--- src/rtl/memory_stage.sv ---
// Memory pipeline stage: M/W pipeline registers plus a data-memory handshake
// FSM that stalls the front of the pipe until ack or a bounded timeout.
module memory_stage #(
   parameter int unsigned TIMEOUT = 16
) (
   input  logic        clk,
   input  logic        rst,
   input  logic        RegWriteE,
   input  logic        MemWriteE,
   input  logic        jumpE,
   input  logic [3:0]  MemtoRegE,
   input  logic [4:0]  WriteRegE,
   input  logic [31:0] ALUMultOutE,
   input  logic [31:0] WriteDataE,
   input  logic [31:0] PCPlus4E,
   output logic        RegWriteM,
   output logic        jumpM,
   output logic [4:0]  WriteRegM,
   output logic [31:0] ALUOutM,
   output logic [3:0]  MemtoRegM,
   output logic        StallM,
   output logic        MemErr,
   output logic        dmem_req,
   output logic        dmem_we,
   output logic [31:0] dmem_addr,
   output logic [31:0] dmem_wdata,
   input  logic [31:0] dmem_rdata,
   input  logic        dmem_ack,
   output logic        RegWriteW,
   output logic [4:0]  WriteRegW,
   output logic [1:0]  MemtoRegW,
   output logic [31:0] ReadDataW,
   output logic [31:0] ALUOutW,
   output logic [31:0] PCPlus4W
);

   localparam int unsigned CNT_W = 4;
   localparam logic [CNT_W-1:0] CNT_LAST = CNT_W'(TIMEOUT - 1);

   typedef enum logic [1:0] {S_IDLE, S_WAIT, S_RETIRE} state_t;

   state_t           state_q, state_d;
   logic [CNT_W-1:0] cnt_q, cnt_d;

   logic        RegWriteM_q, MemWriteM_q, jumpM_q;
   logic [3:0]  MemtoRegM_q;
   logic [4:0]  WriteRegM_q;
   logic [31:0] ALUOutM_q, WriteDataM_q, PCPlus4M_q;

   logic        RegWriteW_q;
   logic [4:0]  WriteRegW_q;
   logic [1:0]  MemtoRegW_q;
   logic [31:0] ReadDataW_q, ALUOutW_q, PCPlus4W_q;
   logic        mem_err_q;

   logic is_store, is_load, req, timeout_now, stall;

   // Classify the M-stage op and derive the handshake / stall terms
   always_comb begin
      is_store    = MemWriteM_q;
      is_load     = (MemtoRegM_q[1:0] == 2'b01) && !MemWriteM_q;
      req         = (is_store || is_load) && (state_q == S_IDLE || state_q == S_WAIT);
      timeout_now = (state_q == S_WAIT) && (cnt_q == CNT_LAST) && !dmem_ack;
      stall       = req && !dmem_ack && !timeout_now;
   end

   // Handshake FSM next state and wait-counter update
   always_comb begin
      state_d = state_q;
      cnt_d   = cnt_q;
      case (state_q)
         S_IDLE: begin
            if (req && !dmem_ack) begin
               state_d = S_WAIT;
               cnt_d   = '0;
            end
         end
         S_WAIT: begin
            if (dmem_ack) begin
               state_d = S_IDLE;
            end else if (timeout_now) begin
               state_d = S_RETIRE;
            end else begin
               cnt_d = cnt_q + CNT_W'(1);
            end
         end
         S_RETIRE: state_d = S_IDLE;
         default:  state_d = S_IDLE;
      endcase
   end

   // FSM state, wait counter and sticky timeout flag
   always_ff @(posedge clk or posedge rst) begin
      if (rst) begin
         state_q   <= S_IDLE;
         cnt_q     <= '0;
         mem_err_q <= 1'b0;
      end else begin
         state_q <= state_d;
         cnt_q   <= cnt_d;
         if (timeout_now) mem_err_q <= 1'b1;
      end
   end

   // M-stage pipeline registers, frozen while stalled
   always_ff @(posedge clk or posedge rst) begin
      if (rst) begin
         RegWriteM_q  <= 1'b0;
         MemWriteM_q  <= 1'b0;
         jumpM_q      <= 1'b0;
         MemtoRegM_q  <= 4'b1110;
         WriteRegM_q  <= '0;
         ALUOutM_q    <= '0;
         WriteDataM_q <= '0;
         PCPlus4M_q   <= '0;
      end else if (!stall) begin
         RegWriteM_q  <= RegWriteE;
         MemWriteM_q  <= MemWriteE;
         jumpM_q      <= jumpE;
         MemtoRegM_q  <= MemtoRegE;
         WriteRegM_q  <= WriteRegE;
         ALUOutM_q    <= ALUMultOutE;
         WriteDataM_q <= WriteDataE;
         PCPlus4M_q   <= PCPlus4E;
      end
   end

   // W-stage registers; a stalled edge only kills the write enable (bubble)
   always_ff @(posedge clk or posedge rst) begin
      if (rst) begin
         RegWriteW_q <= 1'b0;
         WriteRegW_q <= '0;
         MemtoRegW_q <= 2'b10;
         ReadDataW_q <= '0;
         ALUOutW_q   <= '0;
         PCPlus4W_q  <= '0;
      end else if (stall) begin
         RegWriteW_q <= 1'b0;
      end else begin
         RegWriteW_q <= RegWriteM_q && !timeout_now;
         WriteRegW_q <= WriteRegM_q;
         MemtoRegW_q <= MemtoRegM_q[1:0];
         ReadDataW_q <= (is_load && req && dmem_ack) ? dmem_rdata : 32'h0;
         ALUOutW_q   <= ALUOutM_q;
         PCPlus4W_q  <= PCPlus4M_q;
      end
   end

   assign RegWriteM  = RegWriteM_q;
   assign jumpM      = jumpM_q;
   assign WriteRegM  = WriteRegM_q;
   assign ALUOutM    = ALUOutM_q;
   assign MemtoRegM  = MemtoRegM_q;
   assign StallM     = stall;
   assign MemErr     = mem_err_q;
   assign dmem_req   = req;
   assign dmem_we    = MemWriteM_q;
   assign dmem_addr  = ALUOutM_q;
   assign dmem_wdata = WriteDataM_q;
   assign RegWriteW  = RegWriteW_q;
   assign WriteRegW  = WriteRegW_q;
   assign MemtoRegW  = MemtoRegW_q;
   assign ReadDataW  = ReadDataW_q;
   assign ALUOutW    = ALUOutW_q;
   assign PCPlus4W   = PCPlus4W_q;

endmodule

--- config.mk ---
export PLATFORM = sky130hd
export DESIGN_NAME = memory_stage
export DESIGN_NICKNAME = d
export VERILOG_FILES = /design/src/rtl/memory_stage.sv
export SDC_FILE = /design/constraint.sdc
export NUM_CORES = 1
export LEC_CHECK = 0
export BUFFER_PORTS_ARGS = -buffer_cell sky130_fd_sc_hd__buf_4
export CORE_MARGIN = 5
export CORE_UTILIZATION = 49
export CTS_CLUSTER_SIZE = 14
export DETAILED_ROUTE_END_ITERATION = 10
export MAX_ROUTING_LAYER = met4
export PLACE_DENSITY_LB_ADDON = 0.15
export SYNTH_ARGS = -nofsm -noshare
export SYNTH_HDL_FRONTEND = slang
export SYNTH_SLANG_ARGS = --single-unit
export TNS_END_PERCENT = 5
--- constraint.sdc ---
create_clock -name clk -period 7.6 [get_ports clk]
set_clock_uncertainty 0.05 [all_clocks]
set_input_delay 0 -clock clk [delete_from_list [all_inputs] [get_ports clk]]
set_output_delay 0 -clock clk [all_outputs]
set_load 0.01 [all_outputs]
**Word-level counts from Yosys, hierarchy flattened**

Index checks and enable logic that the tools add are counted.

- Reductions and logical operators: 18
- Mux-type cells: 10
- Add/sub/neg operators: 1
- Equal/unequal tests: 7

Operator list:

| kind | number |
|---|---|
| $mux 32 | 1 |
| $mux 4 | 3 |
| $logic_and 1x1->1 | 9 |
| $pmux 4 s2 | 1 |
| $mux 2 | 3 |
| $add 4x1->4 const B | 1 |
| $eq 2x1->1 const B | 2 |
| $eq 4x4->1 const B | 1 |
| $ne 2x2->1 const B | 2 |
| $pmux 2 s2 | 1 |
| $reduce_and 4->1 | 1 |
| $logic_not 1->1 | 3 |
| $ne 3x3->1 const B | 1 |
| $logic_not 2->1 | 1 |
| $logic_or 1x1->1 | 2 |
| $ne 2x1->1 const B | 1 |
| $reduce_and 2->1 | 1 |
| $reduce_bool 2->1 | 1 |
| $mux 1 | 1 |

- Logic and storage cells: 53
- Register bits: 219
- Input port bits: 143
- Output and inout bits: 215

**Depth between registers and ports, before layout**

Gate-level depths: netlist of the first run.

- Depth after elaboration: 7
- Mapped depth: 6

**Worst setup path after synthesis of the first run**

No wires, ideal clock.

- Kind: flip-flop to flip-flop
- Start point: register cnt_q[0]
- End point: register ALUOutM_q[0] (netlist: ALUOutM[0])
- Library setup time: 0.125 ns
- Stages on the path, launching flop included: 7
- Path slack: 5.767 ns
- Required time: 7.425 ns
- Path buffers: 2
- Clock period less this slack: 1.833 ns
- Arrival: 1.658 ns
- Cell sequence: dfrtp_1 ha_1 and4_4 nor2_2 buf_6 buf_6 mux2_4

- Longest elaborated chain between the ends: 5

RTL lines:

| item | RTL line | RTL |
|---|---|---|
| start: declaration | 43 | `logic [CNT_W-1:0] cnt_q, cnt_d;` |
| start signal: assignment | 100 | `cnt_q <= cnt_d;` |
| $eq 4x4->1 | 63 | `timeout_now = (state_q == S_WAIT) && (cnt_q == CNT_LAST) && !dmem_ack;` |
| $logic_and 1x1->1 (2 in a row) | 63 |  |
| $logic_not 1->1 | 64 | `stall = req && !dmem_ack && !timeout_now;` |
| $logic_and 1x1->1 | 64 |  |
| end signal: assignment | 122 | `ALUOutM_q <= ALUMultOutE;` |
| end: declaration | 48 | `logic [31:0] ALUOutM_q, WriteDataM_q, PCPlus4M_q;` |

Every way passes these cells.
A chain may end at the register's enable or synchronous reset.

**Worst setup path after layout of the first run**

- Start point: register cnt_q[0]
- End point: register PCPlus4W_q[23] (netlist: PCPlus4W[23])

- Longest elaborated chain between the ends: 5

RTL lines:

| item | RTL line | RTL |
|---|---|---|
| $eq 4x4->1 | 63 |  |
| $logic_and 1x1->1 (2 in a row) | 63 |  |
| $logic_not 1->1 | 64 |  |
| $logic_and 1x1->1 | 64 |  |
| end signal: assignment | 145 | `PCPlus4W_q <= PCPlus4M_q;` |
| end: declaration | 53 | `logic [31:0] ReadDataW_q, ALUOutW_q, PCPlus4W_q;` |

Every way passes these cells.

==> summary.txt, run 1 <==
Floorplan
  – I/O Pins: 358
  – Core Footprint: 18000 um2
  – Die area: 21200 um2
  – Starting Density: 49.9%
  – Site Rows: 49
  – Die height: 145 um
  – Die X: 145 um

Worst setup path
  – Cells on worst reg2reg path: 6
  – Most numerous cell on the critical path: buf_4
  – Startpoint class of the critical path: register
  – Worst setup EP type: register
  – Worst EP arrival: 3.27 ns
  – Type of the worst setup path: reg2reg
  – Stages on the worst setup path: 6
  – Slowest stage cell, crit path: buf_4
  – Worst EP required: 7.93 ns
  – Crit path buf inv count: 2
  – CP max FO: 48
  – CP Cell Sequence: ha_1, and4_4, nor2_4, buf_4, buf_4, mux2_2
  – Crit path max-delay family: buffers and inverters
  – Worst path max stage delay: 0.75 ns

STA
  – Setup WS post-layout: 4.66 ns
  – Pins Over Slew Limit: 0
  – Max Freq: 340 MHz
  – Crit path time final: 2.94 ns
  – Setup violations, final: 0
  – Slew HR: 20.9%
  – RSZ-0062 raised after global routing: no
  – Setup tns final: 0 ns
  – Final Hold Fails: 0
  – Tcrit/Tclk final: 38.7%
  – Actual slew at the worst max-slew pin: 1.19 ns

Hold path
  – Hold crit path type: in2reg
  – Worst Hold Depth: 3

Pwr
  – Max rail drop VDD: 0.242 mV
  – Leakage: 6.85 nW
  – Pwr dens: 257 nW/um2
  – Final Power: 3.55 mW

Yosys
  – Syn_nets: 665
  – Synth Register Bits: 219
  – Sequential share of the synthesized area: 61.0%
  – Mapped Area: 8990 um2
  – Synth warn: 0
  – Synth unique cells: 27
  – Syn Inst Count: 521
  – Synth Area per Inst: 17.3 um2

GRT
  – First-pass GRT wire length: 38.2 mm
  – Pin count of the biggest net entering global routing: 153
  – Congestion Overflow GR: 0
  – Vias in the first global route: 6806
  – Total GRT Usage: 22.7%
  – Initial antenna violation count: 1

Layout
  – Multi-input gate area: 3030 um2
  – Final core occ: 76.6%
  – Filler-free cell count of the finished design: 1239
  – Reg area: 5490 um2
  – Final-stage net count: 1135
  – Ratio of cells with drive above 1 in the final layout: 58.6%
  – Area Overhead vs Synth: 53.5%
  – Commonest non-fill, non-tap cell in the layout: buf_4
  – Commonest non-fill, non-tap cells in the layout: buf_4 (360), dfrtp_1 (215), mux2_4 (147), dlygate4sd3_1 (142)
  – Fillers: 1075

Clock network
  – Clk root buf: clkbuf_16
  – Clock insertion delay at the later pin of the skew report: 0.50 ns
  – Worst-path clk slew: 0.06 ns
  – CTS Sinks: 219
  – CTS Buf Count: 24
  – H-tree levels: 1
  – CTS tree: yes
  – Max clock buf depth: 3
  – Resized cells post-CTS: 0

Flow run
  – Max-cap viol count: 0

Route
  – Via-to-Cell Ratio: 4.92
  – Routed vias: 6093
  – Final WL: 24.1 mm
  – Drt wl/cell: 19.5 um
  – DRT Pass-1 Iters: 5
  – Drt first-iter violations: 281
  – Antenna Nets Post-Route: 0
  – Residual DRC: 0

Status
  – Outcome: complete, no violations

Placed design
  – Hpwl dp: 15.6 mm
  – Gpl congestion: 0.794
  – Placed cells: 1052
  – Setup WS pre-CTS: 4.67 ns
  – Port Buffers: 357
-- path summary, 6_finish.rpt --
path	from	endpoint	slack, ns
min in group asynchronous	rst	ALUOutW[19]	0.27
hold / removal	dmem_rdata[29]	ReadDataW[29]	0.20
setup reg to reg	cnt_q[0]	PCPlus4W[23]	4.66
hold reg to reg	MemErr	MemErr	0.43
setup / recovery	cnt_q[0]	PCPlus4W[23]	4.66
max in group asynchronous	rst	ALUOutW[25]	5.76
-- cell type report --
type                            instances  share of cell area [%]
Clock buffer                           38                    5.68
Multi-Input combinational cell        242                    22.0
Clock inverter                          6                   0.399
Sequential cell                       219                    39.7
Timing Repair Buffer                  503                    30.0
Inverter                                1                  0.0816
Tap cell                              229                    2.08
Antenna cell                            1                  0.0181
-- timing repair --
action | CTS | global route
hold buffers | 142 | 0
hold endpoints to repair | 296 | 0
setup buffers | 0 | 0
-- cells in the mapped netlist, drive strengths merged --
library cell / number / area, um2
nor3b: 1 / 12.5
mux2: 179 / 2570
and3: 1 / 6.26
nor2: 7 / 28.8
or2: 1 / 6.26
o211ai: 1 / 7.51
and3b: 1 / 8.76
inv: 1 / 3.75
ha: 1 / 12.5
nand3: 4 / 20.0
nor2b: 1 / 6.26
nand2: 3 / 11.3
dfstp: 4 / 105
nor3: 1 / 5.00
and4: 1 / 11.3
a21oi: 2 / 10.0
dfrtp: 215 / 5380
o21ai: 4 / 20.0
buf: 55 / 462
clkbuf: 4 / 15.0
a22o: 32 / 280
nand4: 2 / 12.5
-- state kept, by name, indices dropped and copies added, names as in the netlist, 2 cells and up --
register / count
cnt_q: 4
ALUOutM: 32
MemtoRegW: 2
PCPlus4W: 32
ALUOutW: 32
dmem_wdata: 32
ReadDataW: 32
PCPlus4M_q: 32
WriteRegM: 5
MemtoRegM: 4
state_q: 2
WriteRegW: 5
-- through the flow --
stage / hold WS, ns / cell area, um2
CTS: 0.180 / 13800
finish: 0.204 / 13800
global placement: 0.168 / 11500
global route: 0.202 / 13800
floorplan: 0.0825 / 8990
detailed placement: 0.169 / 11500
-- per-layer routing --
layer	GRT usage [%]	wire length [um]	vias to the layer above
met1	26.0	9240	3060
met5	-	0	-
li1	-	-	2752
met3	5.39	1570	41
met4	6.39	633	0
met2	39.8	12700	240
-- kinds of logic (layout without fill, tap and decap cells) --
family / after synthesis / after routing / synth area share, %
flip-flops: 219 / 219 / 61.0
multiplexers: 179 / 179 / 28.6
buffers and inverters: 60 / 548 / 5.34
AO/OA/AOI/OAI: 39 / 39 / 3.53
AND/OR/NAND/NOR: 23 / 23 / 1.43
adder cells (fa/ha/maj): 1 / 1 / 0.139
other: 0 / 1 / 0
-- where the power goes --
group / switching, mW / internal [mW] / leakage [nW] / total (mW)
registers: 0.126 / 1.34 / 2.63 / 1.47
clock network: 0.454 / 0.739 / 0.423 / 1.19
logic: 0.346 / 0.538 / 3.79 / 0.884
total: 0.926 / 2.62 / 6.85 / 3.55
-- worst min-delay path, cell delays in order --
cell	delay [ns]
dlygate4sd3_1	0.53
buf_4	0.10
a22o_1	0.10
No activity file was read; power rests on OpenSTA's default activity.
==> inputs of run 2 (changes only) <==
--- a/config.mk
+++ b/config.mk
@@ -7,7 +7,7 @@
 export LEC_CHECK = 0
 export BUFFER_PORTS_ARGS = -buffer_cell sky130_fd_sc_hd__buf_4
 export CORE_MARGIN = 5
-export CORE_UTILIZATION = 49
+export CORE_UTILIZATION = 44
 export CTS_CLUSTER_SIZE = 14
 export DETAILED_ROUTE_END_ITERATION = 10
 export MAX_ROUTING_LAYER = met4
==> constraint.sdc (replaced) <==
create_clock -name clk -period 2.7 [get_ports clk]
set_clock_uncertainty 0.05 [all_clocks]
set_input_delay 0 -clock clk [delete_from_list [all_inputs] [get_ports clk]]
set_output_delay 0 -clock clk [all_outputs]
set_load 0.01 [all_outputs]
==> summary.txt, run 2 (synthesis results as in run 1) <==
Floorplan
  – Core Footprint: 20200 um2 (was 18000 um2)
  – I/O Pins: 358 (unchanged)
  – Die X: 153 um (was 145 um)
  – Die area: 23400 um2 (was 21200 um2)
  – Starting Density: 44.6% (was 49.9%)
  – Site Rows: 52 (was 49)
  – Die height: 153 um (was 145 um)

Clock network
  – H-tree levels: 1 (unchanged)
  – CTS Buf Count: 25 (was 24)
  – CTS Sinks: 219 (unchanged)
  – Setup bufs post-CTS: 0 (unchanged)
  – CTS tree: yes (unchanged)
  – Clock insertion delay at the later pin of the skew report: 0.50 ns (about the same)
  – Worst-path clk slew: 0.06 ns (about the same)
  – Clk root buf: clkbuf_16 (unchanged)
  – Max clock buf depth: 3 (unchanged)

Placed design
  – Hpwl dp: 15.5 mm (was 15.6 mm)
  – Gpl congestion: 0.746 (was 0.794)
  – Placed cells: 1102 (was 1052)
  – Setup WS pre-CTS: 0.528 ns (was 4.67 ns)
  – Port Buffers: 357 (unchanged)
  – Area after DPL: 11700 um2 (was 11500 um2)

STA
  – Pins Over Slew Limit: 0 (unchanged)
  – Setup tns final: 0 ns (unchanged)
  – RSZ-0062 raised after global routing: no (unchanged)
  – Hold slack: 0.150 ns (was 0.204 ns)
  – Setup violations, final: 0 (unchanged)
  – Tcrit/Tclk final: 87.4%
  – Max Freq: 424 MHz
  – Actual slew at the worst max-slew pin: 0.638 ns (was 1.19 ns)
  – Final Hold Fails: 0 (unchanged)
  – Slew HR: 57.4% (was 20.9%)
  – Crit path time final: 2.36 ns
  – Setup WS post-layout: 0.340 ns (was 4.66 ns)

Layout
  – Commonest non-fill, non-tap cells in the layout: buf_4 (363), dfrtp_1 (215), mux2_4 (147), dlygate4sd3_1 (142) (was buf_4 (360), dfrtp_1 (215), mux2_4 (147), dlygate4sd3_1 (142))
  – Area Overhead vs Synth: 55.3% (was 53.5%)
  – Commonest non-fill, non-tap cell in the layout: buf_4 (unchanged)
  – Final-stage net count: 1145 (was 1135)
  – Final Cell Area: 14000 um2 (was 13800 um2)
  – Diode count: 0 (was 1)
  – Ratio of cells with drive above 1 in the final layout: 58.3% (was 58.6%)
  – Final core occ: 69.2% (was 76.6%)
  – Fillers: 1345 (was 1075)
  – Filler-free cell count of the finished design: 1288 (was 1239)

GRT
  – First-pass GRT wire length: 37.8 mm (was 38.2 mm)
  – Initial antenna violation count: 0 (was 1)
  – Congestion Overflow GR: 0 (unchanged)
  – Pin count of the biggest net entering global routing: 73 (was 153)
  – Vias in the first global route: 6981 (was 6806)
  – Total GRT Usage: 20.3% (was 22.7%)

Worst setup path
  – Type of the worst setup path: reg2out (was reg2reg)
  – R2R Setup Slk: 0.51 ns (was 4.66 ns)
  – Most numerous cell on the critical path: buf_12 (was buf_4)
  – Worst path max stage delay: 0.41 ns (was 0.75 ns)
  – Slowest stage cell, crit path: dfrtp_1 (was buf_4)
  – Crit path max-delay family: buffers and inverters (unchanged)
  – Crit path buf inv count: 3 (was 2)
  – Worst EP arrival: 2.31 ns (was 3.27 ns)
  – CP Cell Sequence: ha_1, and4_4, nor2_4, buf_12, buf_12, buf_4 (was ha_1, and4_4, nor2_4, buf_4, buf_4, mux2_2)
  – CP max FO: 44 (was 48)
  – Worst setup EP type: primary output (was register)
  – Startpoint class of the critical path: register (unchanged)
  – Worst EP required: 2.65 ns (was 7.93 ns)

Route
  – Drt first-iter violations: 202 (was 281)
  – Final WL: 23.6 mm (was 24.1 mm)
  – Antenna Nets Post-Route: 0 (unchanged)
  – Drt wl/cell: 18.3 um (was 19.5 um)
  – Residual DRC: 0 (unchanged)
  – DRT Pass-1 Iters: 4 (was 5)
  – Routed vias: 6094 (was 6093)
  – Via-to-Cell Ratio: 4.73 (was 4.92)

Pwr
  – Leakage: 6.89 nW (was 6.85 nW)
  – Max rail drop VDD: 0.594 mV (was 0.242 mV)
  – Pwr dens: 714 nW/um2 (was 257 nW/um2)
  – Final Power: 9.98 mW (was 3.55 mW)

Hold path
  – Hold crit path type: in2async (was in2reg)

Flow run
  – Max-cap viol count: 0 (unchanged)

Status
  – Outcome: complete, no violations (unchanged)
run 2: cell count changes in the layout (fill, tap and decap cells not counted), sizes merged:
cell / change
buf: +9
bufinv: +2
clkbuf: -1
clkinv: -2
clkinvlp: +1
diode: -1
run 2: repair_timing:
item | CTS | global route
hold buffers | 142 | 0
hold endpoints to repair | 207 | 0
gates resized for setup | 0 | 0
run 2: path summary, 6_finish.rpt:
| check | end | from | cells after the start |
|---|---|---|---|
| worst max register to register | ALUOutW[12] | cnt_q[0] | 6 |
| max in group asynchronous | ReadDataW[10] | rst | 4 |
| worst min register to register | MemErr | MemErr | 1 |
| worst max-delay path | StallM | cnt_q[0] | 6 |
| min in group clk | ReadDataW[8] | dmem_rdata[8] | 3 |
| worst min-delay path | PCPlus4M_q[3] | rst | 3 |
run 2: report_power, final:
part           switching, mW  internal (mW)
registers              0.346           3.78
logic                  0.971           1.54
clock network           1.26           2.08
run 2: cell type report:
| type | instances | area (um2) | share of cell area [%] |
|---|---|---|---|
| tap | 270 | 338 | 2.42 |
| timing repair buffer | 512 | 4290 | 30.7 |
| multi-input combinational | 242 | 3030 | 21.7 |
| clock buffer | 37 | 701 | 5.02 |
| clock inverter | 7 | 116 | 0.833 |
| inverter | 1 | 7.51 | 0.0538 |
| sequential | 219 | 5490 | 39.3 |
run 2: worst reg2reg max path: cells and delay by family, from the launching register on:
kind	cells	cell delay, ns
buf+inv	2	0.54
simple gates	2	0.38
mux	1	0.41
fa+ha+maj	1	0.27
flops	1	0.41
run 2: metal layers:
metal / up-vias / wire (um) / track usage [%]
li1: 2771 / - / -
met1: 3015 / 9350 / 24.2
met2: 242 / 11900 / 33.7
met3: 66 / 1370 / 4.41
met4: 0 / 972 / 8.02
met5: - / 0 / -
==> inputs of run 3 (changes only) <==
--- a/config.mk
+++ b/config.mk
@@ -10,8 +10,10 @@
 export CORE_UTILIZATION = 44
 export CTS_CLUSTER_SIZE = 14
 export DETAILED_ROUTE_END_ITERATION = 10
+export GPL_ROUTABILITY_DRIVEN = 0
 export MAX_ROUTING_LAYER = met4
 export PLACE_DENSITY_LB_ADDON = 0.15
+export SETUP_SLACK_MARGIN = 0.5
 export SYNTH_ARGS = -nofsm -noshare
 export SYNTH_HDL_FRONTEND = slang
 export SYNTH_SLANG_ARGS = --single-unit
==> summary.txt, run 3 (synthesis results as in run 1) <==
Status
  – Outcome: complete, no violations (unchanged)

Placed design
  – Setup WS pre-CTS: 0.528 ns (unchanged)
  – Port Buffers: 357 (unchanged)
  – Placed cells: 1102 (unchanged)
  – Hpwl dp: 15.5 mm (unchanged)

Route
  – Via-to-Cell Ratio: 4.75 (was 4.73)
  – Wire length on met2: 12.2 mm (was 11.9 mm)
  – Routed vias: 6141 (was 6094)
  – Drt first-iter violations: 206 (was 202)
  – Met1 wire length: 9.47 mm (was 9.35 mm)
  – Antenna Nets Post-Route: 0 (unchanged)
  – Max Used Layer: met4 (unchanged)
  – Drt wl/cell: 18.6 um (was 18.3 um)
  – DRT Pass-1 Iters: 4 (unchanged)
  – Detail Route met3 WL: 1.43 mm (was 1.37 mm)
  – Final WL: 24.1 mm (was 23.6 mm)
  – Residual DRC: 0 (unchanged)

Worst setup path
  – Worst setup EP type: primary output (unchanged)
  – Worst EP required: 2.65 ns (about the same)
  – CP max FO: 22 (was 44)
  – Startpoint class of the critical path: register (unchanged)
  – Worst EP arrival: 2.06 ns (was 2.31 ns)
  – Type of the worst setup path: reg2out (unchanged)

Clock network
  – Max clock buf depth: 3 (unchanged)
  – CTS Sinks: 219 (unchanged)
  – Clock insertion delay at the later pin of the skew report: 0.50 ns (about the same)
  – H-tree levels: 1 (unchanged)
  – Clk root buf: clkbuf_16 (unchanged)
  – CTS Buf Count: 25 (unchanged)
  – CTS tree: yes (unchanged)
  – Worst-path clk slew: 0.06 ns (about the same)

Layout
  – Diode count: 0 (unchanged)
  – Final-stage net count: 1150 (was 1145)
  – Filler-free cell count of the finished design: 1293 (was 1288)
  – Commonest non-fill, non-tap cells in the layout: buf_4 (366), dfrtp_1 (215), mux2_4 (147), dlygate4sd3_1 (142) (was buf_4 (363), dfrtp_1 (215), mux2_4 (147), dlygate4sd3_1 (142))
  – Commonest non-fill, non-tap cell in the layout: buf_4 (unchanged)
  – Ratio of cells with drive above 1 in the final layout: 58.7% (was 58.3%)
  – Area Overhead vs Synth: 56.5% (was 55.3%)

Pwr
  – Leakage: 6.94 nW (was 6.89 nW)
  – Max rail drop VDD: 0.594 mV (about the same)
  – Final Power: 10.0 mW (was 9.98 mW)
  – Pwr dens: 713 nW/um2 (was 714 nW/um2)

GRT
  – Pin count of the biggest net entering global routing: 73 (unchanged)
  – Vias in the first global route: 7017 (was 6981)
  – Initial antenna violation count: 0 (unchanged)
  – Total GRT Usage: 20.6% (was 20.3%)
  – First-pass GRT wire length: 38.3 mm (was 37.8 mm)
  – Congestion Overflow GR: 0 (unchanged)

STA
  – Setup violations, final: 0 (unchanged)
  – Setup tns final: 0 ns (unchanged)
  – Setup WS post-layout: 0.589 ns (was 0.340 ns)
  – Pins Over Slew Limit: 0 (unchanged)
  – RSZ-0062 raised after global routing: no (unchanged)
  – Final Hold Fails: 0 (unchanged)
  – Tcrit/Tclk final: 78.2% (was 87.4%)
  – Max Freq: 474 MHz (was 424 MHz)
  – Actual slew at the worst max-slew pin: 0.636 ns (was 0.638 ns)
  – Slew HR: 57.5% (was 57.4%)
  – Crit path time final: 2.11 ns (was 2.36 ns)
  – Hold slack: 0.146 ns (was 0.150 ns)

Hold path
  – Hold crit path type: in2async (unchanged)

Floorplan
  – Die X: 153 um (unchanged)
  – Site Rows: 52 (unchanged)
  – Core Footprint: 20200 um2 (unchanged)
  – Starting Density: 44.6% (unchanged)
  – I/O Pins: 358 (unchanged)
  – Die height: 153 um (unchanged)
  – Die area: 23400 um2 (unchanged)

Flow run
  – Max-cap viol count: 0 (unchanged)
==> run 3: stage by stage <==
| stage | instance area [um2] | util [%] |
|---|---|---|
| final | 14100 | 69.8 |
| after global routing | 14100 | 69.8 |
| after CTS | 14100 | 69.7 |
| after detailed placement | 11700 | 58.1 |
| after global placement | 11700 | 58.1 |
| after floorplan | 9000 | - |
==> run 3: cell type report <==
type / count / area (um2)
Fill cell: 1333 / 6100
Timing Repair Buffer: 517 / 4380
Clock inverter: 7 / 116
Inverter: 1 / 7.51
Sequential cell: 219 / 5490
Tap cell: 270 / 338
Clock buffer: 37 / 701
Multi-Input combinational cell: 242 / 3040
==> run 3: metal layers <==
metal  GRT usage [%]  vias up
met4            7.72        0
met5               -        -
met1            24.5     3051
met3            4.58       61
li1                -     2786
met2            34.5      243
==> run 3: critical path: stages (launching register included) <==
cell	delay [ns]
dfrtp_1	0.46
nor3b_4	0.25
and4_4	0.29
nor2_4	0.07
buf_12	0.15
buf_16	0.16
buf_4	0.16
==> run 3: power breakdown <==
| part | total, mW | internal, mW | switching (mW) |
|---|---|---|---|
| clock | 3.35 | 2.08 | 1.27 |
| combinational | 2.56 | 1.58 | 0.980 |
| sequential | 4.13 | 3.78 | 0.348 |
| total | 10.0 | 7.43 | 2.60 |
==> run 3: what timing repair did <==
| item | in CTS | in global routing |
|---|---|---|
| cloned | 2 | 0 |
| hold buffers | 142 | 0 |
| buffers inserted | 2 | 1 |
| endpoints found under the setup margin | 1 | 30 |
| endpoints found under the hold margin | 207 | 0 |
| pin swaps | 1 | 1 |
| gates resized for setup | 2 | 2 |
==> run 3: path summary, 6_finish.rpt <==
path                                     start            end  cells past startpoint  slack [ns]
worst min-delay path                       rst  PCPlus4M_q[3]                      3        0.15
worst max-delay path                state_q[1]         StallM                      6        0.59
max in group asynchronous                  rst  ReadDataW[10]                      4        1.52
worst max register to register        cnt_q[0]    ALUOutW[23]                      7        0.62
min in group clk                dmem_rdata[19]  ReadDataW[19]                      3        0.21
worst min register to register          MemErr         MemErr                      1        0.43
